$ cat src/rtl/compare_debounce.sv
// ============================================================================
//  Module   : compare_debounce
//  Purpose  : Debounces one-hot GT/LT/EQ comparator flags into a committed result.
//  Revision : 1.0  initial release
// ============================================================================
`default_nettype none

module compare_debounce #(
    parameter int DEPTH = 4,
    parameter int CNT_W = 8
) (
    input  logic             clk,
    input  logic             rst_n,
    input  logic             clear,
    input  logic             in_valid,
    input  logic             gt,
    input  logic             lt,
    input  logic             eq,
    output logic [1:0]       out_state,
    output logic             out_changed,
    output logic             err,
    output logic [CNT_W-1:0] change_count
);

    typedef enum logic [1:0] {
        ST_UNSET  = 2'd0,
        ST_CAND   = 2'd1,
        ST_STABLE = 2'd2
    } state_t;

    localparam logic [1:0]       c_code_eq   = 2'b00;
    localparam logic [1:0]       c_code_gt   = 2'b01;
    localparam logic [1:0]       c_code_lt   = 2'b10;
    localparam logic [1:0]       c_code_none = 2'b11;
    localparam logic [3:0]       c_depth     = 4'(DEPTH);
    localparam logic [CNT_W-1:0] c_cnt_max   = '1;

    state_t           r_state;
    logic [1:0]       r_cand;
    logic [3:0]       r_run;
    logic [1:0]       r_out_state;
    logic             r_changed;
    logic             r_err;
    logic [CNT_W-1:0] r_count;

    state_t           w_state_nxt;
    logic [1:0]       w_cand_nxt;
    logic [3:0]       w_run_nxt;
    logic [1:0]       w_out_nxt;
    logic             w_changed_nxt;
    logic             w_err_nxt;
    logic [CNT_W-1:0] w_count_nxt;

    logic [1:0]       w_code;
    logic             w_well_formed;
    logic [3:0]       w_run_inc;

    always_comb begin
        w_code        = c_code_none;
        w_well_formed = 1'b1;
        case ({gt, lt, eq})
            3'b001:  w_code = c_code_eq;
            3'b100:  w_code = c_code_gt;
            3'b010:  w_code = c_code_lt;
            default: w_well_formed = 1'b0;
        endcase
    end

    assign w_run_inc = r_run + 4'd1;

    // The committed code doubles as "nothing committed" (11), which no
    // well-formed sample can ever match.
    always_comb begin
        w_state_nxt   = r_state;
        w_cand_nxt    = r_cand;
        w_run_nxt     = r_run;
        w_out_nxt     = r_out_state;
        w_changed_nxt = 1'b0;
        w_err_nxt     = 1'b0;
        w_count_nxt   = r_count;

        if (in_valid) begin
            if (!w_well_formed) begin
                w_err_nxt   = 1'b1;
                w_run_nxt   = 4'd0;
                w_state_nxt = (r_out_state == c_code_none) ? ST_UNSET : ST_STABLE;
            end else begin
                case (r_state)
                    ST_UNSET: begin
                        w_cand_nxt  = w_code;
                        w_run_nxt   = 4'd1;
                        w_state_nxt = ST_CAND;
                    end
                    ST_CAND: begin
                        if (w_code == r_cand) begin
                            if (w_run_inc == c_depth) begin
                                w_out_nxt     = r_cand;
                                w_run_nxt     = 4'd0;
                                w_state_nxt   = ST_STABLE;
                                w_changed_nxt = 1'b1;
                                if (r_count != c_cnt_max) begin
                                    w_count_nxt = r_count + CNT_W'(1);
                                end
                            end else begin
                                w_run_nxt = w_run_inc;
                            end
                        end else if (w_code == r_out_state) begin
                            w_run_nxt   = 4'd0;
                            w_state_nxt = ST_STABLE;
                        end else begin
                            w_cand_nxt = w_code;
                            w_run_nxt  = 4'd1;
                        end
                    end
                    ST_STABLE: begin
                        if (w_code != r_out_state) begin
                            w_cand_nxt  = w_code;
                            w_run_nxt   = 4'd1;
                            w_state_nxt = ST_CAND;
                        end
                    end
                    default: begin
                        w_state_nxt = ST_UNSET;
                        w_run_nxt   = 4'd0;
                    end
                endcase
            end
        end
    end

    always_ff @(posedge clk or negedge rst_n) begin
        if (!rst_n) begin
            r_state     <= ST_UNSET;
            r_cand      <= c_code_none;
            r_run       <= 4'd0;
            r_out_state <= c_code_none;
            r_changed   <= 1'b0;
            r_err       <= 1'b0;
            r_count     <= '0;
        end else if (clear) begin
            r_state     <= ST_UNSET;
            r_cand      <= c_code_none;
            r_run       <= 4'd0;
            r_out_state <= c_code_none;
            r_changed   <= 1'b0;
            r_err       <= 1'b0;
            r_count     <= '0;
        end else begin
            r_state     <= w_state_nxt;
            r_cand      <= w_cand_nxt;
            r_run       <= w_run_nxt;
            r_out_state <= w_out_nxt;
            r_changed   <= w_changed_nxt;
            r_err       <= w_err_nxt;
            r_count     <= w_count_nxt;
        end
    end

    assign out_state    = r_out_state;
    assign out_changed  = r_changed;
    assign err          = r_err;
    assign change_count = r_count;

endmodule

`default_nettype wire

$ cat config.mk
export PLATFORM = sky130hd
export DESIGN_NAME = compare_debounce
export DESIGN_NICKNAME = d
export VERILOG_FILES = /design/src/rtl/compare_debounce.sv
export SDC_FILE = /design/constraint.sdc
export NUM_CORES = 1
export LEC_CHECK = 0
export BUFFER_PORTS_ARGS = -buffer_cell sky130_fd_sc_hd__clkbuf_2
export CORE_ASPECT_RATIO = 1.25
export CORE_UTILIZATION = 55
export DETAILED_ROUTE_END_ITERATION = 16
export HOLD_SLACK_MARGIN = 0.12
export PLACE_DENSITY = 0.87
export SYNTH_ARGS = -nofsm -noshare
export SYNTH_HDL_FRONTEND = slang
export SYNTH_SLANG_ARGS = --single-unit
$ cat constraint.sdc
create_clock -name clk -period 2.5 [get_ports clk]
set_clock_uncertainty 0.2 [all_clocks]
set_input_delay 0.375 -clock clk [delete_from_list [all_inputs] [get_ports clk]]
set_output_delay 0.375 -clock clk [all_outputs]
set_load 0.02 [all_outputs]
# [Word-level counts from Yosys, hierarchy flattened]
# Index checks and enable logic that the tools add are counted.
[op_classes] n_eq_ne=17 reduce_logical=14 mux=48 add_sub_neg=2
[op_table] op="$mux 8" count=7
[op_table] op="$mux 2" count=20
[op_table] op="$mux 4" count=6
[op_table] op="$pmux 2 s3" count=3
[op_table] op="$pmux 4 s3" count=1
[op_table] op="$reduce_and 6->1" count=2
[op_table] op="$reduce_bool 2->1" count=6
[op_table] op="$mux 1" count=11
[op_table] op="$ne 5x5->1 const B" count=2
[op_table] op="$ne 3x3->1 const B" count=3
[op_table] op="$add 8x1->8 const B" count=1
[op_table] op="$ne 8x8->1 const B" count=1
[op_table] op="$reduce_and 5->1" count=1
[op_table] op="$add 4x1->4 const B" count=1
[op_table] op="$eq 2x2->1" count=2
[op_table] op="$eq 2x2->1 const B" count=2
[op_table] op="$eq 4x3->1 const B" count=1
[op_table] op="$ne 4x4->1 const B" count=1
[op_table] op="$reduce_and 4->1" count=1
[op_table] op="$reduce_bool 4->1" count=1
[op_table] op="$eq 3x1->1 const B" count=1
[op_table] op="$eq 3x2->1 const B" count=1
[op_table] op="$eq 3x3->1 const B" count=1
[op_table] op="$reduce_or 3->1" count=1
[op_table] op="other kinds (4)" count=4
[word_totals] wordCells=88 output_inout_bits=12 ff_bits=20

# [Longest topological paths before layout]
[depth] word_depth=9 mapped_depth=7 mapped_depth_nobuf=7

# [Worst setup path before layout]
# Ideal clock, no wire load.
[synth_timing] path_kind="register to register" start="reg r_out_state[0] (netlist: out_state[0])" end="reg r_state[0]" arrival_ps=2011 stages_incl_launch_ff=7 path_slack_ps=225 setup_time_ps=64 cell_sequence="dfstp_2 nor4bb_1 o311ai_0 a211o_1 a21oi_2 o21bai_1 a21o_1"
[synth_via] elab_chain_len=3 word_cells_on_any_way=5
[synth_rtl] item="start: declaration" line_no="41" rtl="logic [1:0] r_out_state;"
[synth_rtl] item="start signal: assignment" line_no="136" rtl="r_out_state <= c_code_none;"
[synth_rtl] item="start signal: assignment" line_no="144" rtl="r_out_state <= c_code_none;"
[synth_rtl] item="start signal: assignment" line_no="152" rtl="r_out_state <= w_out_nxt;"
[synth_rtl] item="$eq 2x2->1 or $ne 2x2->1 (tied branches)" line_no="107, 116"
[synth_rtl] item="$ne 5x5->1 (no source line) or $ne 4x4->1 (tied branches)"
[synth_rtl] item="$reduce_and 4->1 (no source line) *"
[synth_rtl] item="end signal: assignment" line_no="149" rtl="r_state <= w_state_nxt;"
[synth_rtl] item="end: declaration" line_no="38" rtl="state_t r_state;"
# Every way passes the cells marked *; elsewhere a longest branch is shown, timed or not.
# A chain may end at the register's enable or synchronous reset.

# [Worst setup path in the final report]
[layout_timing] start="reg r_run[1]" end="reg r_count[6] (netlist: change_count[6])"
[layout_via] elab_chain_len=4
[layout_rtl] item="start: declaration" line_no="40" rtl="logic [3:0] r_run;"
[layout_rtl] item="start signal: assignment" line_no="151" rtl="r_run <= w_run_nxt;"
[layout_rtl] item="$add 4x1->4" line_no="69" rtl="assign w_run_inc = r_run + 4'd1;"
[layout_rtl] item="$eq 4x3->1" line_no="96" rtl="if (w_run_inc == c_depth) begin"
[layout_rtl] item="$reduce_bool 2->1 (no source line)"
[layout_rtl] item="$reduce_and 6->1 (no source line)"
[layout_rtl] item="end signal: assignment" line_no="155" rtl="r_count <= w_count_nxt;"
[layout_rtl] item="end: declaration" line_no="44" rtl="logic [CNT_W-1:0] r_count;"
# No other way between the ends.

==> metrics.csv <==
stage;metric;value;unit
clock_tree;Max clock buf depth;2;
outcome;outcome;complete, no violations;
clock_tree;Root Driver;clkbuf_4;
floorplan;CORE AREA;2450;um2
finish;commonest cells after routing, fill and taps aside;clkbuf_2 (18), dfrtp_1 (15), nand2_1 (14), nor2_1 (11);
critical_path;Crit-path slowest cell;dfrtp_2;
timing;Setup TNS;0;ns
floorplan;Initial Util;0.587;
timing;period utilisation layout;0.978;
flow_run;total of max-cap violations;0;
finish;antenna fix cells;0;
yosys;cells after synthesis;150;
yosys;commonest register cell after synthesis;dfrtp_1;
worst_hold_path;hold-critical path depth;2;
power_and_ir_drop;Pwr Density;392;nW/um2
yosys;sequential area share after synthesis;0.351;
timing;actual slew at the worst max-slew pin;0.597;ns
power_and_ir_drop;Leak Pwr;0.703;nW
timing;Slew Limit Fails;0;
critical_path;Critical Path RT;2.52;ns
grt;GR Util met3;0.0335;
timing;# setup viols final;0;
place;RePlAce Congestion;0.910;
detailed_routing;DRT antenna net count;0;
finish;most common cell after layout, fill and taps aside;clkbuf_2;
timing;fmax;409;MHz
detailed_routing;DRC viols;0;
yosys;Synth Register Bits;20;
clock_tree;clk slew on worst S/H paths;0.12;ns
clock_tree;Clock Sink Count;20;
detailed_routing;wire per inst;16.1;um
yosys;Post-Syn Nets;160;
grt;total track usage;0.262;
place;Inst Count DP;199;
timing;Final min period;2.44;ns
clock_tree;TritonCTS Buffers;3;
floorplan;Die X-Extent;47.8;um
detailed_routing;vias per cell;6.06;
detailed_routing;Initial DRC Count;31;
clock_tree;CTS tree;yes;
yosys;mapped cell area;1440;um2
yosys;YS warnings;0;
floorplan;Die Area;2830;um2
grt;busiest layer in global routing;met2;
detailed_routing;drt first pass iters;4;
critical_path;R2R setup slack;0.06;ns
detailed_routing;Via Count;1260;
critical_path;CP Cell Sequence;ha_1 > nor2b_2 > a31oi_2 > a2111o_4 > buf_4 > nor2_4 > a21oi_1 > a311oi_1;
grt;grt met1 use;0.320;
critical_path;reg2reg end;change_count[6]$_DFFE_PN0P_;
timing;PnR worst setup slack;0.0551;ns
yosys;Post-synth EDFFs;0;
yosys;synthesized area per cell;9.59;um2
timing;Rel. slew slack;0.601;
critical_path;Setup CP Type;reg2reg;
grt;initial antenna violation count;0;
grt;met2 Usage GRT;0.442;
worst_hold_path;Hold Path Class;in2reg;
finish;share of cells above drive strength 1;0.280;
yosys;Distinct cells, synth;50;
critical_path;worst-path maximum fanout;7;
place;Place WS;-0.00542;ns
worst_hold_path;worst hold start;in_valid;
yosys;Post-synth ARST share;1.00;
finish;final core occ;0.673;
power_and_ir_drop;maximum vdd drop;0.330;mV
worst_hold_path;Hold Path Sink;err$_DFF_PN0_;
timing;final hold slack;0.191;ns
grt;largest net degree at the start of global routing;22;
grt;grt total ovfl;0;
grt;first-pass GRT wire length;5.22;mm
critical_path;CP Launch Type;flip-flop;
clock_tree;H-tree depth;1;
finish;final std cells w/o fill;208;
finish;fin nets;186;
finish;synthesis-to-finish area growth;14.7;%
floorplan;# rows;20;
critical_path;R2R cell count;8;
clock_tree;worst-skew pair later-pin latency;0.32;ns
critical_path;startpoint of the worst register-to-register path;r_run[1]$_DFFE_PN0P_;
place;number of port buffers;18;
place;Detailed Place HPWL;2.40;mm
critical_path;nature of the critical path endpoint;flip-flop;
grt;vias in the first global route;1204;
critical_path;crit path DAT;2.46;ns
floorplan;I/O pin count;19;
timing;Final Hold Viols;0;
critical_path;largest stage delay on the critical path;0.46;ns
detailed_routing;final WL;3.36;mm
floorplan;die height;59.2;um
synth_stat cells, types with 3 or more instances:
cell type	count	area (um2)
xnor2_1	5	43.8
dfstp_2	4	105
nor2_1	11	41.3
a21oi_1	7	35.0
ha_1	3	37.5
dfrtp_1	16	400
nor3b_1	3	22.5
o21ai_0	4	20.0
nor2b_1	3	18.8
inv_1	7	26.3
a21o_1	3	22.5
and3_1	4	25.0
mux2i_1	4	40.0
nand3_1	6	30.0
and2_1	4	25.0
nand2_1	14	52.6
nor3_1	7	35.0
power breakdown:
part / internal [mW] / switching [mW]
Combinational: 0.0422 / 0.0673
Sequential: 0.331 / 0.00814
Clock: 0.0891 / 0.109
Total: 0.462 / 0.184
per-layer routing:
layer  vias to the layer above  routed length (um)
li1                        606                   -
met1                       599                1370
met2                        43                1720
met3                        12                 150
met4                         0                 116
met5                         -                   0
layout make-up:
type                            count  area (um2)
Sequential cell                    20         507
Clock buffer                        4        36.3
Timing Repair Buffer               26         153
Fill cell                         221         802
Multi-Input combinational cell    118         887
Tap cell                           33        41.3
Inverter                            7        26.3
stage by stage:
stage          instance area (um2)  total power, mW
4_1_cts                       1610            0.632
3_5_place_dp                  1560            0.448
5_1_grt                       1650            0.663
3_3_place_gp                  1560            0.441
6_report                      1650            0.646
2_1_floorplan                 1440            0.415
timing repair:
action / in CTS / in global routing
hold endpoints to repair: 16 / 0
gates resized for setup: 1 / 5
hold buffers: 1 / 0
setup buffers: 0 / 4
pin swaps: 1 / 3
endpoints found under the setup margin: 3 / 12
how the worst max path moves through the flow:
| stage | startpoint | to | slack (ns) |
|---|---|---|---|
| after floorplan | out_state[0]$_DFFE_PN1P_ | r_state[0]$_DFFE_PN0P_ | 0.23 |
| after global placement | lt | r_cand[1]$_DFFE_PN1P_ | 0.08 |
| after detailed placement | lt | change_count[7]$_DFFE_PN0P_ | -0.005 |
| after CTS | r_run[1]$_DFFE_PN0P_ | change_count[7]$_DFFE_PN0P_ | 0.02 |
| after global routing | r_cand[0]$_DFFE_PN1P_ | change_count[5]$_DFFE_PN0P_ | -0.01 |
| final | r_run[1]$_DFFE_PN0P_ | change_count[6]$_DFFE_PN0P_ | 0.06 |
worst max-delay path: cells and delay by family (launching register included):
family	cells	cell delay, ns
compound gates	4	0.91
flops	1	0.46
buf+inv	1	0.17
simple gates	2	0.37
fa+ha+maj	1	0.25
logic make-up (layout without fill, tap and decap cells):
logic type,Yosys count,in the layout,synth area share
compound gates,35,35,0.203
xor+xnor,6,6,0.0365
fa+ha+maj,4,4,0.0330
buf+inv,12,37,0.0426
flops,20,20,0.351
mux,5,5,0.0357
simple gates,68,68,0.298
sequential cells by signal, indices dropped and copies added, names as in the netlist:
register,flops
change_count,8
r_run,4
out_state,2
r_cand,2
r_state,2
err,1
out_changed,1
(Power assumes the default switching activity.)
